## config.mk

```make
export PLATFORM = sky130hd
export DESIGN_NAME = nn_layer_sequencer
export DESIGN_NICKNAME = d
export VERILOG_FILES = /design/src/rtl/nn_seq_pkg.sv /design/src/rtl/nn_weight_addr_gen.sv /design/src/rtl/nn_layer_sequencer.sv
export SDC_FILE = /design/constraint.sdc
export NUM_CORES = 1
export LEC_CHECK = 0
export BUFFER_PORTS_ARGS = -buffer_cell sky130_fd_sc_hd__buf_4
export CORE_UTILIZATION = 52
export CTS_BUF_LIST = sky130_fd_sc_hd__clkbuf_8
export DETAILED_ROUTE_END_ITERATION = 6
export PLACE_DENSITY = 0.72
export SYNTH_ARGS = -nofsm -noshare
export SYNTH_HDL_FRONTEND = slang
export SYNTH_HIERARCHICAL = 1
export SYNTH_SLANG_ARGS = --single-unit
```

## constraint.sdc

```tcl
create_clock -name clk -period 8.8 [get_ports clk]
set_input_delay 0.44 -clock clk [delete_from_list [all_inputs] [get_ports clk]]
set_output_delay 0.44 -clock clk [all_outputs]
set_load 0.03 [all_outputs]
```

## src/rtl/nn_seq_pkg.sv

```systemverilog
// Shared types and network geometry for the 49-37-4 layer sequencer.
// Also holds the weight ROM base-address helper used by the address generator.
package nn_seq_pkg;

  localparam int N_IN     = 49;
  localparam int N_HID    = 37;
  localparam int N_OUT    = 4;
  localparam int W_ADDR_W = 11;
  localparam int A_ADDR_W = 6;

  typedef enum logic [2:0] {
    IDLE,
    BIAS,
    ACCUM,
    WAIT,
    WRITE,
    DONE
  } seq_state_t;

  // Fan-in indexed by layer: 0 = hidden layer (reads inputs), 1 = output layer
  localparam logic [A_ADDR_W-1:0] FAN_IN [2] = '{A_ADDR_W'(N_IN), A_ADDR_W'(N_HID)};

  // Bias address of a neuron; its weights follow immediately after it
  function automatic logic [W_ADDR_W-1:0] neuron_base(input logic layer,
                                                      input logic [A_ADDR_W-1:0] neuron);
    logic [W_ADDR_W-1:0] n;
    n = W_ADDR_W'(neuron);
    if (layer)
      return W_ADDR_W'(N_HID * (N_IN + 1)) + n * W_ADDR_W'(N_HID + 1);
    else
      return n * W_ADDR_W'(N_IN + 1);
  endfunction

endpackage

```

## src/rtl/nn_weight_addr_gen.sv

```systemverilog
// Registered weight ROM address: bias slot for the bias beat, base+1+k for weight k.
// Address is held at zero whenever no read is issued.
module nn_weight_addr_gen
  import nn_seq_pkg::*;
(
  input  logic                clk,
  input  logic                rst_n,
  input  logic                en,
  input  logic                is_bias,
  input  logic                layer,
  input  logic [A_ADDR_W-1:0] neuron,
  input  logic [A_ADDR_W-1:0] k,
  output logic [W_ADDR_W-1:0] w_addr
);

  always_ff @(posedge clk or negedge rst_n) begin
    if (!rst_n)
      w_addr <= '0;
    else if (en)
      w_addr <= neuron_base(layer, neuron) +
                (is_bias ? W_ADDR_W'(0) : W_ADDR_W'(k) + W_ADDR_W'(1));
    else
      w_addr <= '0;
  end

endmodule

```

## src/rtl/nn_layer_sequencer.sv

```systemverilog
// Walks every neuron of the 49-37-4 network through the shared neuron unit:
// bias beat, fan-in weight/activation beats, wait for the result, then write it back.
module nn_layer_sequencer
  import nn_seq_pkg::*;
(
  input  logic                clk,
  input  logic                rst_n,
  input  logic                start,
  input  logic                abort,
  output logic                busy,
  output logic                done,
  output logic                w_rd_en,
  output logic [W_ADDR_W-1:0] w_addr,
  output logic                act_rd_en,
  output logic                act_sel,
  output logic [A_ADDR_W-1:0] act_addr,
  output logic                mac_valid,
  output logic                mac_first,
  output logic                mac_last,
  input  logic                nu_done,
  output logic                hid_we,
  output logic [A_ADDR_W-1:0] hid_waddr,
  output logic                out_we,
  output logic [1:0]          out_idx
);

  seq_state_t          state;
  logic                layer;
  logic [A_ADDR_W-1:0] neuron;
  logic [A_ADDR_W-1:0] k;
  logic [A_ADDR_W-1:0] last_k;
  logic                iss_bias;
  logic                iss_last;

  logic                req_w;
  logic                req_act;
  logic                req_bias;
  logic                req_last;
  logic                req_layer;
  logic [A_ADDR_W-1:0] req_neuron;
  logic [A_ADDR_W-1:0] req_k;

  assign last_k = FAN_IN[layer] - A_ADDR_W'(1);

  // Decide what read, if any, goes out next cycle so every strobe can be registered
  always_comb begin
    req_w      = 1'b0;
    req_act    = 1'b0;
    req_bias   = 1'b0;
    req_layer  = layer;
    req_neuron = neuron;
    req_k      = '0;
    if (!abort) begin
      case (state)
        IDLE: if (start) begin
          req_w      = 1'b1;
          req_bias   = 1'b1;
          req_layer  = 1'b0;
          req_neuron = '0;
        end
        BIAS: begin
          req_w   = 1'b1;
          req_act = 1'b1;
        end
        ACCUM: if (k != last_k) begin
          req_w   = 1'b1;
          req_act = 1'b1;
          req_k   = k + A_ADDR_W'(1);
        end
        WRITE: if (!(layer && (neuron == A_ADDR_W'(N_OUT - 1)))) begin
          req_w    = 1'b1;
          req_bias = 1'b1;
          if (!layer && (neuron == A_ADDR_W'(N_HID - 1))) begin
            req_layer  = 1'b1;
            req_neuron = '0;
          end else begin
            req_neuron = neuron + A_ADDR_W'(1);
          end
        end
        default: ;
      endcase
    end
    req_last = req_act && (req_k == last_k);
  end

  nn_weight_addr_gen u_addr_gen (
    .clk     (clk),
    .rst_n   (rst_n),
    .en      (req_w),
    .is_bias (req_bias),
    .layer   (req_layer),
    .neuron  (req_neuron),
    .k       (req_k),
    .w_addr  (w_addr)
  );

  // mac_* trail the read strobes by one cycle, matching the ROM/buffer latency
  always_ff @(posedge clk or negedge rst_n) begin
    if (!rst_n) begin
      state     <= IDLE;
      layer     <= 1'b0;
      neuron    <= '0;
      k         <= '0;
      busy      <= 1'b0;
      done      <= 1'b0;
      w_rd_en   <= 1'b0;
      act_rd_en <= 1'b0;
      act_sel   <= 1'b0;
      act_addr  <= '0;
      iss_bias  <= 1'b0;
      iss_last  <= 1'b0;
      mac_valid <= 1'b0;
      mac_first <= 1'b0;
      mac_last  <= 1'b0;
      hid_we    <= 1'b0;
      hid_waddr <= '0;
      out_we    <= 1'b0;
      out_idx   <= '0;
    end else begin
      w_rd_en   <= req_w;
      act_rd_en <= req_act;
      act_sel   <= req_act & req_layer;
      act_addr  <= req_act ? req_k : '0;
      iss_bias  <= req_bias;
      iss_last  <= req_last;
      mac_valid <= w_rd_en & ~abort;
      mac_first <= iss_bias & ~abort;
      mac_last  <= iss_last & ~abort;
      hid_we    <= 1'b0;
      hid_waddr <= '0;
      out_we    <= 1'b0;
      out_idx   <= '0;
      done      <= 1'b0;
      if (abort) begin
        state  <= IDLE;
        busy   <= 1'b0;
        layer  <= 1'b0;
        neuron <= '0;
        k      <= '0;
      end else begin
        case (state)
          IDLE: if (start) begin
            state  <= BIAS;
            busy   <= 1'b1;
            layer  <= 1'b0;
            neuron <= '0;
          end
          BIAS: begin
            state <= ACCUM;
            k     <= '0;
          end
          ACCUM: begin
            if (k == last_k) state <= WAIT;
            else             k     <= k + A_ADDR_W'(1);
          end
          WAIT: if (nu_done) begin
            state <= WRITE;
            if (layer) begin
              out_we  <= 1'b1;
              out_idx <= neuron[1:0];
            end else begin
              hid_we    <= 1'b1;
              hid_waddr <= neuron;
            end
          end
          WRITE: begin
            if (req_w) begin
              state  <= BIAS;
              layer  <= req_layer;
              neuron <= req_neuron;
            end else begin
              state <= DONE;
              done  <= 1'b1;
              busy  <= 1'b0;
            end
          end
          DONE:    state <= IDLE;
          default: state <= IDLE;
        endcase
      end
    end
  end

endmodule
```

==> results.sh, run 1 <==
export IMPL_status="finished, final reports clean"
export IMPL_start_util_pct=54.14
export IMPL_slowest_delay_ns=0.62
export IMPL_synthDistinctLibCells=71
export IMPL_drc=0
export IMPL_pwr_density_cell_nw_per_um2=100.2
export IMPL_rsz0062_at_grt="no"
export IMPL_grt_pass1_vias=3069
export IMPL_die_h_um=89.13
export IMPL_path_class="reg2reg"
export IMPL_cap_violations=0
export IMPL_synth_xor_area_share_pct=5.547
export IMPL_synth_area_um2=3948
export IMPL_synth_compound_area_share_pct=19.87
export IMPL_totalPowerFinal_uw=438.5
export IMPL_insertion_delay_ns=0.31
export IMPL_synth_edff_count=0
export IMPL_syn_avg_cell_area_um2=9.399
export IMPL_grt_use_total_pct=22.76
export IMPL_slew_violations=0
export IMPL_syn_num_nets=471
export IMPL_ir_drop_mv=0.07209
export IMPL_num_vias=3248
export IMPL_cp_arrival_ns=5.82
export IMPL_synthAdderAreaFrac_pct=15.34
export IMPL_cts_tree="built"
export IMPL_cts_hold_buf=0
export IMPL_rows=31
export IMPL_wl_mm=8.425
export IMPL_gp_congestion=0.9117
export IMPL_worst_slew_margin_rel_pct=42.79
export IMPL_worstPathMaxFanout=12
export IMPL_final_period_utilization_pct=63.90
export IMPL_die_width_um=89.13
export IMPL_tns_ns=0
export IMPL_grt_max_degree=54
export IMPL_post_cts_buffers=0
export IMPL_numClockSinks=53
export IMPL_setup_violations=0
export IMPL_period_minus_slack_ns=5.623
export IMPL_crit_family="compound AO/OA/AOI/OAI gates"
export IMPL_n_fill_cell=653
export IMPL_placed_area_um2=4288
export IMPL_final_cells=553
export IMPL_fmax_ghz=0.1778
export IMPL_regToRegSetupSlack_ns=3.18
export IMPL_synth_seq_area_share_pct=33.60
export IMPL_hpwl_mm=6.333
export IMPL_synth_top_family_by_area="compound AO/OA/AOI/OAI gates"
export IMPL_area_growth_pct=10.90
export IMPL_ys_seq_elements=53
export IMPL_wl_per_cell_um=15.24
export IMPL_clockBufferDepth=2
export IMPL_antenna_left=0
export IMPL_startpoint_type="register"
export IMPL_cts_root_buf="clkbuf_8"
export IMPL_coreArea_um2=7292
export IMPL_cts_resized=0
export IMPL_n_antenna_cell=0
export IMPL_synth_main_ff_cell="dfrtp_1"
export IMPL_final_area_um2=4378
export IMPL_cp_cell_sequence="nor3_1 > o21ai_0 > a21oi_1 > o21ai_0 > ha_1 > fa_1 > ha_1 > o21a_1 > and2_1 > nor2_1 > xnor2_1 > nor2_1 > a21oi_1 > ha_1 > o21a_1 > a21oi_1 > a211oi_1 > a31o_1 > mux2i_1"
export IMPL_cp_end_kind="register"
export IMPL_synth_warnings=6
export IMPL_cts_buffers=5
export IMPL_dp_cells=545
export IMPL_skew_ns=0.01396
export IMPL_drive_gt1_share_pct=16.52
export IMPL_cp_num_buf_inv=0
export IMPL_via_per_inst=5.873
export IMPL_critical_path_slowest_cell="a21oi_1"
export IMPL_hold_viol=0
export IMPL_worstPathRequired_ns=9.00
export IMPL_synth_cells=420
export IMPL_grt_pass1_wl_mm=14.28
export IMPL_path_clk_slew_ns=0.11
export IMPL_antenna_found_initial=0
export IMPL_ios=40
export IMPL_first_iter_violations=121
export IMPL_grt_overflow_total=0
export IMPL_dieArea_um2=7944
export IMPL_synthMuxAreaShare_pct=1.078
export IMPL_dr_pass1_iters=5
export IMPL_worst_slew_pin_slew_ns=0.8492
export IMPL_yosys_area_share_simple_pct=19.21
export IMPL_htree_levels=2
export IMPL_p_leak_uw=0.002144
export IMPL_nets=504
export IMPL_ys_async_sr_fraction_pct=100.0
export IMPL_portBuffers=39
export IMPL_hold_path_class="in2async"
==> metal layers <==
layer / wire [um] / GRT usage [%] / up-vias
li1: - / - / 1591
met1: 3955 / 31.20 / 1555
met2: 4064 / 38.10 / 88
met3: 296 / 2.770 / 14
met4: 108 / 6.061 / 0
met5: 0 / 0 / -
==> power by group <==
part	total (uW)	internal, uW	leakage, uW	switching, uW
Clock	146	56.8	0.0000445	88.9
Combinational	40.8	13.2	0.00137	27.6
Sequential	252	248	0.000733	4.45
==> per-stage QoR <==
stage                     utilization, %  hold slack [ns]  setup WS, ns
after CTS                          60.04           0.1705         3.190
after global routing               60.04           0.1919         2.671
final                              60.04           0.1357         3.177
after detailed placement           58.80           0.4743         3.123
after global placement             58.80           0.4653         3.192
after floorplan                        -           0.1444         4.053
==> worst reg2reg max path: stages, from the launching register on <==
cell and delay [ns]:
dfrtp_1 0.55, nor3_1 0.33, o21ai_0 0.32, a21oi_1 0.62
o21ai_0 0.45, ha_1 0.38, fa_1 0.48, ha_1 0.35
o21a_1 0.15, and2_1 0.23, nor2_1 0.23, xnor2_1 0.11
nor2_1 0.09, a21oi_1 0.05, ha_1 0.31, o21a_1 0.15
a21oi_1 0.07, a211oi_1 0.37, a31o_1 0.21, mux2i_1 0.06
==> path summary, 6_finish.rpt <==
kind	from	end	depth (start not counted)
max in group asynchronous	rst_n	u_addr_gen/w_addr[8]	1
setup / recovery	state[0]	u_addr_gen/w_addr[10]	19
hold reg to reg	iss_bias	mac_first	1
min in group clk	start	act_sel	4
setup reg to reg	state[0]	u_addr_gen/w_addr[10]	19
hold / removal	rst_n	hid_we	1
==> cell usage in the layout (no fill, tap or decap), types with 5 or more instances in the layout <==
cell	synthesis	final
nand3_1	14	14
a211oi_1	6	6
o21ai_0	23	22
nand2_1	14	14
nor4_1	5	5
and3_1	7	7
ha_1	42	42
and2_1	8	8
buf_4	2	41
inv_1	31	31
a21oi_1	32	32
nor3_1	18	18
nor2_1	21	21
nor2b_1	13	13
dfrtp_1	53	53
xor2_1	10	10
clkbuf_8	0	5
a21o_1	6	6
xnor2_1	15	15
==> registers in the layout (all words and copies together), names as in the netlist <==
register and count:
u_addr_gen/w_addr 11, act_addr 6, hid_waddr 6, k 6, neuron 6, state 3, out_idx 2, act_rd_en 1
act_sel 1, busy 1, done 1, hid_we 1, iss_bias 1, iss_last 1, layer 1, mac_first 1
mac_last 1, mac_valid 1, out_we 1, w_rd_en 1
==> area by class of cell <==
type | count | area (um2) | area share (%)
clock inverters | 3 | 21.27 | 0.4859
multi-input cells | 320 | 2410 | 55.04
inverters | 32 | 120.1 | 2.744
clock buffers | 5 | 68.82 | 1.572
repair buffers | 41 | 307.8 | 7.031
flip-flops and latches | 53 | 1326 | 30.29
well taps | 99 | 123.9 | 2.829
==> cells in the mapped netlist (2+ instances only) <==
library cell	instances	share of area, %
buf_4	2	0.38
or3_1	4	0.63
nor2_2	2	0.32
ha_1	42	13
and2_1	8	1.3
a21o_1	6	1.1
mux2_2	2	0.57
a2111o_1	2	0.57
xor2_1	10	2.2
and2_2	2	0.38
a31o_1	2	0.44
xnor2_1	15	3.3
nand2_1	14	1.3
a221oi_1	3	0.67
and3_1	7	1.1
buf_2	4	0.51
mux2i_1	2	0.51
nor2b_1	13	2.1
nor3b_1	2	0.38
a22o_1	3	0.67
o21bai_1	3	0.57
nand3_1	14	1.8
fa_1	4	2.0
a211oi_2	3	0.95
nand3b_1	3	0.57
o2bb2ai_1	2	0.44
buf_6	3	0.86
a21oi_2	3	0.67
nor4_1	5	0.79
clkbuf_1	6	0.57
or2_2	3	0.48
a211oi_1	6	1.1
a21oi_1	32	4.1
o21a_1	4	0.76
nand2b_1	4	0.63
nor3_1	18	2.3
nand4_1	3	0.48
inv_1	31	2.9
nor2_1	21	2.0
dfrtp_1	53	34
and4_1	2	0.44
o21ai_0	23	2.9
==> logic make-up after synthesis <==
| group | count (synthesis) |
|---|---|
| and+or+nand+nor | 134 |
| AOI/OAI and AO/OA | 111 |
| DFF | 53 |
| buffers and inverters | 47 |
| adders and majority gates | 46 |
| xor gates and xnor gates | 25 |
| muxes | 4 |
Power figures use the tool's default switching activity.
==> inputs of run 2 (changes only) <==
==> constraint.sdc (replaced) <==
create_clock -name clk -period 5.5 [get_ports clk]
set_input_delay 0.275 -clock clk [delete_from_list [all_inputs] [get_ports clk]]
set_output_delay 0.275 -clock clk [all_outputs]
set_load 0.03 [all_outputs]
==> results.sh, run 2 (synthesis gave the netlist of run 1 again) <==
export IMPL_status="complete, but fails checks"
export IMPL_violations="negative hold slack"
export IMPL_whs_ns=-0.02047
export IMPL_worst_slew_pin_slew_ns=0.7467
export IMPL_slew_violations=0
export IMPL_cp_arrival_ns=5.25
export IMPL_top_register="u_addr_gen/w_addr"
export IMPL_p_leak_uw=0.002181
export IMPL_final_period_utilization_pct=92.02
export IMPL_path_clk_slew_ns=0.10
export IMPL_worst_slew_margin_rel_pct=49.69
export IMPL_skew_ns=0.009973
export IMPL_cp_cell_sequence="inv_1 > ha_1 > and4b_1 > a21oi_2 > a21oi_1 > a21oi_1 > ha_1 > ha_1 > ha_1 > or2_2 > a21oi_1 > nor2_1 > xnor2_1 > nor2_1 > a21oi_1 > ha_1 > o21a_1 > a21oi_1 > a211oi_1 > a31o_1 > mux2i_1"
export IMPL_n_antenna_cell=0
export IMPL_antenna_found_initial=0
export IMPL_wl_per_cell_um=15.58
export IMPL_n_fill_cell=669
export IMPL_path_class="reg2reg"
export IMPL_layout_commonest_cell="dfrtp_1"
export IMPL_dp_cells=552
export IMPL_period_minus_slack_ns=5.061
export IMPL_nets=511
export IMPL_grt_pass1_vias=3113
export IMPL_worstPathMaxFanout=6
export IMPL_rows=31
export IMPL_hpwl_mm=6.701
export IMPL_fmax_ghz=0.1976
export IMPL_cp_num_buf_inv=1
export IMPL_cts_tree="built"
export IMPL_area_growth_pct=12.71
export IMPL_grt_max_degree=54
export IMPL_startpoint_type="register"
export IMPL_slowest_delay_ns=0.45
export IMPL_dieArea_um2=7944
export IMPL_drive_gt1_share_pct=18.44
export IMPL_cts_root_buf="clkbuf_8"
export IMPL_cts_resized=0
export IMPL_gp_congestion=0.9458
export IMPL_worstPathRequired_ns=5.69
export IMPL_rsz0062_at_grt="no"
export IMPL_num_vias=3257
export IMPL_multi_input_comb_area_um2=2424
export IMPL_largest_reg_flops=11
export IMPL_cp_end_kind="register"
export IMPL_pwr_density_cell_nw_per_um2=157.9
export IMPL_hold_path_class="in2async"
export IMPL_wl_mm=8.722
export IMPL_post_cts_buffers=0
export IMPL_ios=40
export IMPL_totalPowerFinal_uw=702.5
export IMPL_start_util_pct=54.14
export IMPL_cts_buffers=5
export IMPL_hold_viol=38
export IMPL_insertion_delay_ns=0.31
export IMPL_antenna_left=0
export IMPL_cap_violations=0
export IMPL_critical_path_slowest_cell="dfrtp_1"
export IMPL_clockBufferDepth=2
export IMPL_ir_drop_mv=0.1076
export IMPL_cts_hold_buf=0
export IMPL_portBuffers=39
export IMPL_fin_util_pct=61.02
export IMPL_die_h_um=89.13
export IMPL_layout_cells_most_common_list="dfrtp_1, buf_4, ha_1, a21oi_1, inv_1"
export IMPL_numClockSinks=53
export IMPL_via_per_inst=5.816
export IMPL_final_cells=560
export IMPL_coreArea_um2=7292
export IMPL_htree_levels=2
export IMPL_drc=0
export IMPL_setup_violations=0
export IMPL_dr_pass1_iters=5
export IMPL_grt_pass1_wl_mm=14.84
export IMPL_seq_area_um2=1326
export IMPL_grt_use_total_pct=23.82
export IMPL_grt_overflow_total=0
export IMPL_die_width_um=89.13
export IMPL_tns_ns=0
export IMPL_first_iter_violations=166
export IMPL_crit_family="compound AO/OA/AOI/OAI gates"
run 2: area by class of cell:
cell class,instances,share of cell area (%)
Tap cell,99,2.784
Clock buffer,5,1.547
Sequential cell,53,29.81
Clock inverter,3,0.5906
Timing Repair Buffer,48,8.099
Multi-Input combinational cell,320,54.47
Inverter,32,2.700
run 2: final timing paths:
path	slack, ns	endpoint	from	cells past startpoint
max	0.44	u_addr_gen/w_addr[10]	neuron[0]	21
min	-0.02	hid_we	rst_n	1
max reg2reg	0.44	u_addr_gen/w_addr[10]	neuron[0]	21
min reg2reg	0.48	mac_last	iss_last	1
max in group asynchronous	5.08	state[2]	rst_n	1
min in group clk	0.29	mac_valid	abort	2
run 2: stage by stage:
stage,cell area (um2),setup slack (ns),hold WS (ns)
2_1_floorplan,3948,0.7526,-0.02059
3_3_place_gp,4340,0.4243,0.3395
3_5_place_dp,4340,0.3330,0.3467
4_1_cts,4436,0.3241,0.008977
5_1_grt,4449,0.05906,0.03876
6_report,4449,0.4390,-0.02047
run 2: power by group:
part	leakage (uW)	internal, uW	switching [uW]
clock	0.0000423	92.9	140
combinational	0.00141	22.0	45.3
sequential	0.000733	396	6.56
run 2: routing by layer:
metal | track usage, % | up-vias | routed length, um
li1 | - | 1599 | -
met1 | 31.30 | 1553 | 3969
met2 | 41.71 | 91 | 4293
met3 | 3.047 | 14 | 340
met4 | 5.628 | 0 | 119
met5 | 0 | - | 0
==> inputs of run 3 (changes only) <==
--- a/config.mk
+++ b/config.mk
@@ -10,6 +10,7 @@
 export CTS_BUF_LIST = sky130_fd_sc_hd__clkbuf_8
 export DETAILED_ROUTE_END_ITERATION = 6
 export PLACE_DENSITY = 0.72
+export RECOVER_POWER = 50
 export SYNTH_ARGS = -nofsm -noshare
 export SYNTH_HDL_FRONTEND = slang
 export SYNTH_HIERARCHICAL = 1
==> results.sh, run 3 (synthesis gave the netlist of run 1 again) <==
export IMPL_skew_ns=0.009954
export IMPL_hpwl_mm=6.701
export IMPL_path_class="reg2reg"
export IMPL_antenna_found_initial=0
export IMPL_cts_tree="built"
export IMPL_hold_viol=0
export IMPL_tns_ns=0
export IMPL_path_clk_slew_ns=0.11
export IMPL_startpoint_type="register"
export IMPL_grt_max_degree=54
export IMPL_gp_congestion=0.9458
export IMPL_final_period_utilization_pct=92.05
export IMPL_cts_hold_buf=0
export IMPL_wl_per_cell_um=15.57
export IMPL_wl_mm=8.719
export IMPL_min_path_cells=2
export IMPL_die_width_um=89.13
export IMPL_min_from="abort"
export IMPL_dp_cells=552
export IMPL_grt_pass1_wl_mm=14.84
export IMPL_violations="max-capacitance violations, max-slew violations"
export IMPL_p_leak_uw=0.002117
export IMPL_startpoint="neuron[0]"
export IMPL_fmax_ghz=0.1975
export IMPL_n_antenna_cell=0
export IMPL_dieArea_um2=7944
export IMPL_portBuffers=39
export IMPL_cp_end_kind="register"
export IMPL_start_util_pct=54.14
export IMPL_post_cts_buffers=0
export IMPL_nets=511
export IMPL_hold_path_class="in2reg"
export IMPL_r2r_cells=20
export IMPL_coreArea_um2=7292
export IMPL_area_growth_pct=11.28
export IMPL_worstPathMaxFanout=6
export IMPL_worst_slew_pin_slew_ns=2.723
export IMPL_rsz0062_at_grt="no"
export IMPL_die_h_um=89.13
export IMPL_period_minus_slack_ns=5.063
export IMPL_dr_pass1_iters=4
export IMPL_num_vias=3249
export IMPL_status="complete, but fails checks"
export IMPL_numClockSinks=53
export IMPL_placed_area_um2=4340
export IMPL_fin_util_pct=60.24
export IMPL_antenna_left=0
export IMPL_seq_area_um2=1326
export IMPL_grt_pass1_vias=3113
export IMPL_cap_violations=1
export IMPL_ir_drop_mv=0.1076
export IMPL_final_cells=560
export IMPL_ios=40
export IMPL_setup_violations=0
export IMPL_htree_levels=2
export IMPL_n_fill_cell=690
export IMPL_top_register="u_addr_gen/w_addr"
export IMPL_regToRegStartpoint="neuron[0]"
export IMPL_drive_gt1_share_pct=15.18
export IMPL_cp_arrival_ns=5.30
export IMPL_worstPathRequired_ns=5.73
export IMPL_final_area_um2=4393
export IMPL_cts_root_buf="clkbuf_8"
export IMPL_via_per_inst=5.802
export IMPL_grt_overflow_total=0
export IMPL_cts_resized=0
export IMPL_largest_reg_flops=11
export IMPL_insertion_delay_ns=0.31
export IMPL_grt_use_total_pct=23.82
export IMPL_clockBufferDepth=2
export IMPL_first_iter_violations=165
export IMPL_cts_buffers=5
export IMPL_rows=31
export IMPL_worst_slew_margin_rel_pct=-81.57
export IMPL_layout_cells_most_common_list="dfrtp_1, ha_1, buf_4, a21oi_1, inv_1"
export IMPL_drc=0
export IMPL_multi_input_comb_area_um2=2424
export IMPL_slew_violations=54
export IMPL_pwr_density_cell_nw_per_um2=159.9
export IMPL_layout_commonest_cell="dfrtp_1"
## run 3: cell types whose count changed in the layout (fill, tap and decap cells not counted), sizes merged
| cell | previous run | this run |
|---|---|---|
| clkbuf | 5 | 20 |
| buf | 48 | 33 |
## run 3: worst paths after layout
path                                             end  slack, ns
worst max-delay path            u_addr_gen/w_addr[9]       0.44
worst min-delay path                       mac_valid       0.29
worst max register to register  u_addr_gen/w_addr[9]       0.44
worst min register to register              mac_last       0.48
max in group asynchronous                   state[2]       3.14
min in group asynchronous                     hid_we       0.82
## run 3: worst max-delay path, stage by stage (launching register included)
cell      delay [ns]
dfrtp_1         0.45
ha_1            0.26
nor2b_2         0.27
nand3_1         0.23
and2_1          0.26
a22o_1          0.31
ha_1            0.32
ha_1            0.22
inv_1           0.07
fa_1            0.56
inv_1           0.08
nor3_1          0.36
xor2_1          0.22
a21oi_1         0.09
ha_1            0.32
inv_1           0.06
a21oi_1         0.16
o21ai_0         0.15
a221oi_2        0.32
nand3b_1        0.11
a21oi_1         0.14
## run 3: where the power goes
group / switching (uW) / total, uW / leakage (uW) / internal [uW]
Combinational: 45.3 / 66.3 / 0.00134 / 21.0
Sequential: 6.54 / 403 / 0.000733 / 396
Clock: 140 / 233 / 0.0000423 / 92.9
## run 3: area by class of cell
class                           count  share of cell area, %
Inverter                           32                  2.734
Sequential cell                    53                  30.19
Clock inverter                      3                 0.5981
Tap cell                           99                  2.820
Clock buffer                        5                  1.567
Multi-Input combinational cell    320                  55.17
Timing Repair Buffer               48                  6.921
## run 3: metal layers
layer  global-route usage (%)  wire length, um  part of all wire, %  vias to the layer above
li1                         -                -                    -                     1598
met1                    31.30             3981                   46                     1551
met2                    41.71             4280                   49                       86
met3                    3.047              337                  3.9                       14
met4                    5.628              119                  1.4                        0
met5                        0                0                    0                        -
## run 3: through the flow
step | power (uW) | worst slack [ns] | hold WS (ns)
2_1_floorplan | 450.9 | 0.7526 | -0.02059
3_3_place_gp | 476.2 | 0.4243 | 0.3395
3_5_place_dp | 477.2 | 0.3330 | 0.3467
4_1_cts | 710.0 | 0.3241 | 0.008977
5_1_grt | 732.6 | 0.05906 | 0.2905
6_report | 702.3 | 0.4371 | 0.2851
